==> src/rtl/counter_monitor.sv <==
// -----------------------------------------------------------------------------
// counter_monitor
//
// Passive checker for a W-bit up/down step counter. Each rising edge it samples
// the counter value together with the step/down controls that drove it. From
// that sample it predicts the value the counter must show one edge later, and
// it flags any difference. It also counts wrap-around events for display. It
// never drives the counter.
//
// Ports
//   clk    in   1   counter clock; all state changes on its rising edge
//   nrst   in   1   asynchronous active-low reset
//   cnt    in   W   counter output under observation
//   step   in   1   counter control: 1 = step by 2, 0 = step by 1
//   down   in   1   counter control: 1 = count down, 0 = count up
//   clr    in   1   synchronous clear of err/errs/wraps/wrap and of FAULT
//   err    out  1   sticky mismatch flag
//   errs   out  EW  saturating mismatch count
//   wrap   out  1   one-cycle pulse per wrap-around
//   wraps  out  CW  wrap count, modulo 2^CW
//   valid  out  1   high once predictions are being checked (state not INIT)
// -----------------------------------------------------------------------------
module counter_monitor #(
  parameter int W  = 4,
  parameter int CW = 8,
  parameter int EW = 4
) (
  input  logic          clk,
  input  logic          nrst,
  input  logic [W-1:0]  cnt,
  input  logic          step,
  input  logic          down,
  input  logic          clr,
  output logic          err,
  output logic [EW-1:0] errs,
  output logic          wrap,
  output logic [CW-1:0] wraps,
  output logic          valid
);

  typedef enum logic [1:0] {
    S_INIT  = 2'd0,
    S_TRACK = 2'd1,
    S_FAULT = 2'd2
  } state_e;

  state_e        state_q, state_d;
  logic [W-1:0]  pv_q, pv_d;
  logic          ps_q, ps_d;
  logic          pd_q, pd_d;
  logic          err_q, err_d;
  logic [EW-1:0] errs_q, errs_d;
  logic          wrap_q, wrap_d;
  logic [CW-1:0] wraps_q, wraps_d;

  // Prediction datapath. It works on the previous sample only. The delta is
  // one bit wider than the counter, so the carry out of the up-sum is the up
  // wrap condition.
  logic [W:0]   delta;
  logic [W:0]   sum_up;
  logic [W-1:0] exp_val;
  logic         wrap_cond;
  logic         mismatch;

  always_comb begin
    delta     = ps_q ? (W+1)'(2) : (W+1)'(1);
    sum_up    = {1'b0, pv_q} + delta;
    exp_val   = pd_q ? (pv_q - delta[W-1:0]) : sum_up[W-1:0];
    wrap_cond = pd_q ? ({1'b0, pv_q} < delta) : sum_up[W];
    mismatch  = (cnt != exp_val);
  end

  // Next-state and output logic.
  always_comb begin
    // NOTE: every variable gets a default first, so no path leaves one
    // unassigned and no latch is inferred.
    state_d = state_q;
    err_d   = err_q;
    errs_d  = errs_q;
    wrap_d  = 1'b0;
    wraps_d = wraps_q;

    // The sample registers load on every edge, clr included. Checking can
    // then resume on the edge right after a clear.
    pv_d = cnt;
    ps_d = step;
    pd_d = down;

    if (clr) begin
      // clr overrides any compare or wrap result from the same edge.
      err_d   = 1'b0;
      errs_d  = '0;
      wraps_d = '0;
      state_d = (state_q == S_INIT) ? S_INIT : S_TRACK;
    end else begin
      unique case (state_q)
        S_INIT: begin
          // The first edge after reset only captures. There is no valid
          // previous sample yet.
          state_d = S_TRACK;
        end
        S_TRACK, S_FAULT: begin
          if (mismatch) begin
            err_d   = 1'b1;
            errs_d  = (errs_q == '1) ? errs_q : errs_q + EW'(1);
            state_d = S_FAULT;
          end
          // Wraps are reported whether or not the value matched.
          if (wrap_cond) begin
            wrap_d  = 1'b1;
            wraps_d = wraps_q + CW'(1);
          end
        end
        default: begin
          state_d = S_INIT;
        end
      endcase
    end
  end

  // NOTE: sequential state uses non-blocking assignments only. Every register
  // then updates from the values that held before the edge.
  always_ff @(posedge clk or negedge nrst) begin
    if (!nrst) begin
      state_q <= S_INIT;
      pv_q    <= '0;
      ps_q    <= 1'b0;
      pd_q    <= 1'b0;
      err_q   <= 1'b0;
      errs_q  <= '0;
      wrap_q  <= 1'b0;
      wraps_q <= '0;
    end else begin
      state_q <= state_d;
      pv_q    <= pv_d;
      ps_q    <= ps_d;
      pd_q    <= pd_d;
      err_q   <= err_d;
      errs_q  <= errs_d;
      wrap_q  <= wrap_d;
      wraps_q <= wraps_d;
    end
  end

  assign err   = err_q;
  assign errs  = errs_q;
  assign wrap  = wrap_q;
  assign wraps = wraps_q;
  assign valid = (state_q != S_INIT);

endmodule

==> config.mk <==
export PLATFORM = sky130hd
export DESIGN_NAME = counter_monitor
export DESIGN_NICKNAME = d
export VERILOG_FILES = /design/src/rtl/counter_monitor.sv
export SDC_FILE = /design/constraint.sdc
export NUM_CORES = 1
export LEC_CHECK = 0
export BUFFER_PORTS_ARGS = -buffer_cell sky130_fd_sc_hd__buf_2
export CORE_MARGIN = 2
export CORE_UTILIZATION = 53
export DETAILED_ROUTE_END_ITERATION = 8
export PLACE_DENSITY = 0.79
export SYNTH_ARGS = -nofsm -noshare
export SYNTH_HDL_FRONTEND = slang
export SYNTH_SLANG_ARGS = --single-unit
==> constraint.sdc <==
create_clock -name clk -period 3.4 [get_ports clk]
set_clock_uncertainty 0.15 [all_clocks]
set_input_delay 0.85 -clock clk [delete_from_list [all_inputs] [get_ports clk]]
set_output_delay 0.85 -clock clk [all_outputs]
set_load 0.01 [all_outputs]
Word-level counts from Yosys, hierarchy flattened
Cells that the tools add are included.
{"block": "classes", "n_addsub": 4, "magnitude_cmp": 1, "n_eq_ne": 6, "mux": 20, "n_reduce_logical": 9}
{"op": "two-way mux 8 bit", "count": 3}
{"op": "two-way mux 4 bit", "count": 5}
{"op": "adder 8 x 1 -> 8 bit, second input constant", "count": 1}
{"op": "two-way mux 1 bit", "count": 8}
{"op": "nonzero test 2 bit", "count": 4}
{"op": "two-way mux 2 bit", "count": 3}
{"op": "adder 4 x 2 -> 5 bit", "count": 1}
{"op": "adder 4 x 1 -> 4 bit, second input constant", "count": 1}
{"op": "== test 4 bit, second input constant", "count": 1}
{"op": "less-than comparator 4 x 2 -> 1 bit", "count": 1}
{"op": "!= test 4 bit", "count": 1}
{"op": "case mux 2 bit (2 select lines)", "count": 1}
{"op": "AND reduction 2 bit", "count": 2}
{"op": "subtractor 4 x 2 -> 4 bit", "count": 1}
{"op": "!= test 3 bit, second input constant", "count": 1}
{"op": "AND reduction 3 bit", "count": 1}
{"op": "== test 2 x 1 -> 1 bit, second input constant", "count": 1}
{"op": "== test 2 bit, second input constant", "count": 1}
{"op": "zero test 2 bit", "count": 1}
{"op": "!= test 2 bit, second input constant", "count": 1}
{"op": "OR reduction 2 bit", "count": 1}
{"block": "totals", "regBits": 22, "word_cells": 48}

Logic depth before layout (Yosys ltp)
{"block": "depth", "ltp_word": 7, "mapped_depth": 9}

Worst setup path after synthesis
Ideal clock, no wire load.
{"block": "synth_path", "path_type": "register to register", "start": "register ps_q", "end": "register errs_q[0] (netlist: errs[0])", "setup_time_ns": 0.125, "arrival_time_ns": 2.257, "required_ns": 3.125, "setup_slack_ns": 0.868, "stages_incl_launch_ff": 10, "n_path_buf": 0, "synth_period_minus_slack_ns": 2.532, "cell_sequence": "dfrtp_1 > inv_1 > ha_1 > fa_1 > and2_1 > nor3_1 > nor3_4 > nand4b_4 > and3_4 > mux2_4"}
{"block": "synth_via", "elab_chain_cells": 6, "elab_cells_between_ends": 7}
{"item": "start, declared", "line_no": "49", "rtl": "logic ps_q, ps_d;"}
{"item": "start signal, assigned", "line_no": "136", "rtl": "ps_q <= ps_d;"}
{"item": "two-way mux 2 bit *", "line_no": "66", "rtl": "delta = ps_q ? (W+1)'(2) : (W+1)'(1);"}
{"item": "adder 4 x 2 -> 5 bit / subtractor 4 x 2 -> 4 bit (equally long branches)", "line_no": "67, 68"}
{"item": "two-way mux 4 bit *", "line_no": "68", "rtl": "exp_val = pd_q ? (pv_q - delta[W-1:0]) : sum_up[W-1:0];"}
{"item": "!= test 4 bit *", "line_no": "70", "rtl": "mismatch = (cnt != exp_val);"}
{"item": "nonzero test 2 bit (no source line) *"}
{"item": "AND reduction 3 bit (no source line) *"}
{"item": "end signal, assigned", "line_no": "139", "rtl": "errs_q <= errs_d;"}
{"item": "end, declared", "line_no": "52", "rtl": "logic [EW-1:0] errs_q, errs_d;"}
Mark *: on every way between the ends. The rest lies on a longest branch, timed or not.
A chain may end at the register's enable or synchronous reset.

Final worst setup path
Same ends and word-level chain as after synthesis.

==> metrics list <==
* Outcome: finished clean
- Share of power burned in combinational logic: 35.5%
- TritonCTS Sinks: 22
- Setup repair after global routing left no endpoint under its margin.
- The library cells used most frequently in the layout, excluding fill and tap cells, are buf_2, dfrtp_1, nor2_1.
- Setup violations remaining at the end of the flow were counted as 0.
- 24 I/O pins were placed.
* Worst setup margin: 0.689 ns
- Portion of synthesized cell area occupied by the leading cell type: 45.6%
- Min-delay worst type: in2async
- CTS HTree Levels: 1
* Multi-input combinational cell area: 614 sq um
- The critical path goes through inv_1 -> ha_1 -> fa_1 -> and2_1 -> nor3_1 -> nor3_4 -> nand4b_4 -> and3_4 -> mux2_4.
* Ratio of total power to cell area: 497 nW/um^2
- The number of buffers and inverters on the critical path is 1.
- Category of the worst setup path capture point: register
- Once layout is complete, the cells apart from fillers number 163.
- Of all nets on the critical path, the largest fanout is 9.
* Area of the core: 2190 sq um
- Vias per Instance: 5.37
- Detailed routing placed a total of 81 um of wire on met3.
* Final Hold Slack: 0.333 ns
- Chip Width: 51.7 um
- Each instance of the synthesized netlist takes up on average 10.9 sq um.
* Global router's overall resource usage: 18.5%
- Once the floorplan was initialized, standard cells occupied 55.1% of the core.
- The count of final max-slew check failures was 0.
* Global-route wire length before repair: 3440 um
- Peak clock frequency supported by timing: 0.369 GHz
* NetSw: 232 uW
- Detail Route met2 WL: 1040 um
- At the placement stage, the worst setup path has a slack of 0.698 ns.
- Most frequent standard cell in the layout excluding fill and tap cells: buf_2
- Slowest stage delay, CP: 0.46 ns
- In this design, the largest share of critical-path delay is due to simple AND/OR/NAND/NOR gates.
- Once the clock tree was built, the resizer swapped 0 gates to a different size.
* Data arrival time of the critical path: 2.76 ns
* Number of filler instances in the final layout: 186
- The die is 51.7 um tall.
- ANT nets after route: 0
* Fraction of final layout cells sized beyond drive strength 1: 23.7%
- Total leakage power: 0.693 nW
* Total wirelength of the detailed-routed design: 2090 um
- Detailed placement finished with a half-perimeter wire length of 1630 um.
* Aggregate negative setup slack: 0 ns
- The number of global-route vias before repair was 778.
- The final layout contains 155 nets.
* Seq/Total Area, Yosys: 45.6%
* Crit share post-route: 79.7%
- IR Drop Worst-Case VDD: 351 uV
- Setup Buffers After CTS: 0
- Final GP Congestion: 0.788
- The clock network accounts for 17.1% of the total power.
- For this run, the detailed router's first-pass iteration total came to 4.
- Share of the core filled with cells in the final layout: 62.6%
- Post-Place Cells: 160
* Yosys reg bits: 22
* Net count after synthesis: 129
- Top metal layer carrying routed signals: met4
- Post-Synthesis Cell Area: 1210 sq um
- The number of antenna diodes in the final layout is 0.
* Grt ovf: 0
- CP Launch Type: register
- For this block, wires on met1 add up to 916 um.
- Across the run, the number of max-cap violations was 0.
- Number of buffers inserted during clock tree synthesis: 3
- The setup path with the least slack is of type reg2reg.
* Standard-cell rows: 17
- Signed area change from the synthesized netlist to the final layout: 13.7%
- After detailed routing, the number of remaining DRC violations is 0.
- The final hold violation count is 0.
- By area the synthesized netlist is led by dfrtp_1, ha_1, nor2_1.
- The floorplan step defined a die boundary enclosing 2670 sq um.
- Flop pwr share: 47.4%
* Register clock-pin slew on the reported worst setup and hold paths: 0.12 ns
* Switching fraction of total power: 34.0%
- Count of distinct cell types in the synthesized netlist: 35
* Routed wire length per instance: 12.8 um
* TritonCTS clock tree: yes
* Required time of the critical path: 3.45 ns
- The initial antenna violation count came to 0.
* Transition time at the pin with the least slew margin: 0.539 ns
* Remaining max-slew budget at the tightest pin: 64.1%
- The detailed router finished its first iteration with 9 violations.
* Max stage delay cell, worst path: dfrtp_1
- Crit path time final: 2.71 ns
* Clock root cell: clkbuf_4
- Latest clock arrival within the worst-skew pair: 0.30 ns
* Flip-flop and latch area: 551 sq um
- Synth warnings: 0
- Hold buffer count at cts: 0
- Entering global routing, the biggest net connects 23 pins.
- Int Power: 450 uW
- Number of buffers added on ports: 23
- Worst-case clock buffer depth: 2
- Area leader, netlist: dfrtp_1
* Number of instances in the synthesized netlist: 111
- Total via count in the routed design: 876
==> power by group through the flow <==
stage | combinational, mW | clock (mW) | sequential [mW]
after floorplan | 0.172 | 0 | 0.333
after global placement | 0.239 | 0 | 0.326
after detailed placement | 0.248 | 0 | 0.329
after CTS | 0.248 | 0.121 | 0.323
after global routing | 0.273 | 0.131 | 0.327
final | 0.242 | 0.117 | 0.323
==> metal layers <==
layer / GRT usage (%) / vias up
met1: 22.2 / 424
li1: - / 429
met4: 10.5 / 0
met5: 0 / -
met2: 31.0 / 19
met3: 3.45 / 4
==> registers in the layout, summed over array words and instances, names as in the netlist <==
register  cells
wraps         8
errs          4
pv_q          4
state_q       2
err           1
pd_q          1
ps_q          1
wrap          1
==> cells in the mapped netlist, drive strengths merged <==
cell	n
a2111oi	1
a21oi	3
a31o	1
a31oi	1
and2	1
and3	2
and4	2
clkbuf	2
dfrtp	22
fa	2
ha	7
inv	9
mux2	1
mux2i	3
nand2	3
nand2b	3
nand3	3
nand4	2
nand4b	2
nand4bb	1
nor2	14
nor2b	4
nor3	5
nor4bb	1
o211a	1
o21a	1
o21ai	1
o311ai	1
or4	1
xnor2	5
xor2	6
==> area by class of cell <==
cell class	count	share of cell area (%)
Multi-Input combinational cell	78	44.8
Sequential cell	22	40.1
Timing Repair Buffer	23	8.39
Tap cell	28	2.55
Inverter	9	2.46
Clock buffer	3	1.64
==> cells by family after synthesis <==
kind of cell             count (synthesis)  share of synthesized area, %
XOR/XNOR                                11                          7.99
adder cells (fa/ha/maj)                  9                          10.6
flip-flops                              22                          45.6
AND/OR/NAND/NOR                         44                          22.7
multiplexers                             4                          3.73
AO/OA/AOI/OAI                           10                          5.91
buffers and inverters                   11                          3.42
==> final timing paths <==
path / startpoint / endpoint / slack (ns) / depth (start not counted)
setup / recovery: ps_q / errs[0] / 0.69 / 9
hold / removal: nrst / pv_q[1] / 0.33 / 1
setup reg to reg: ps_q / errs[0] / 0.69 / 9
hold reg to reg: err / err / 0.37 / 2
max in group asynchronous: nrst / wrap / 2.43 / 1
min in group clk: err / err / 0.37 / 2
==> stage by stage <==
stage	power (mW)	instance area, sq um
2_1_floorplan	0.505	1210
3_3_place_gp	0.565	1350
3_5_place_dp	0.576	1350
4_1_cts	0.692	1370
5_1_grt	0.730	1370
6_report	0.682	1370
==> worst reg2reg max path: stages (launching register included) <==
cell and delay (ns):
dfrtp_1 0.46, inv_1 0.12, ha_1 0.24, fa_1 0.44
and2_1 0.16, nor3_1 0.31, nor3_4 0.08, nand4b_4 0.13
and3_4 0.22, mux2_4 0.29
(Power assumes the default switching activity.)
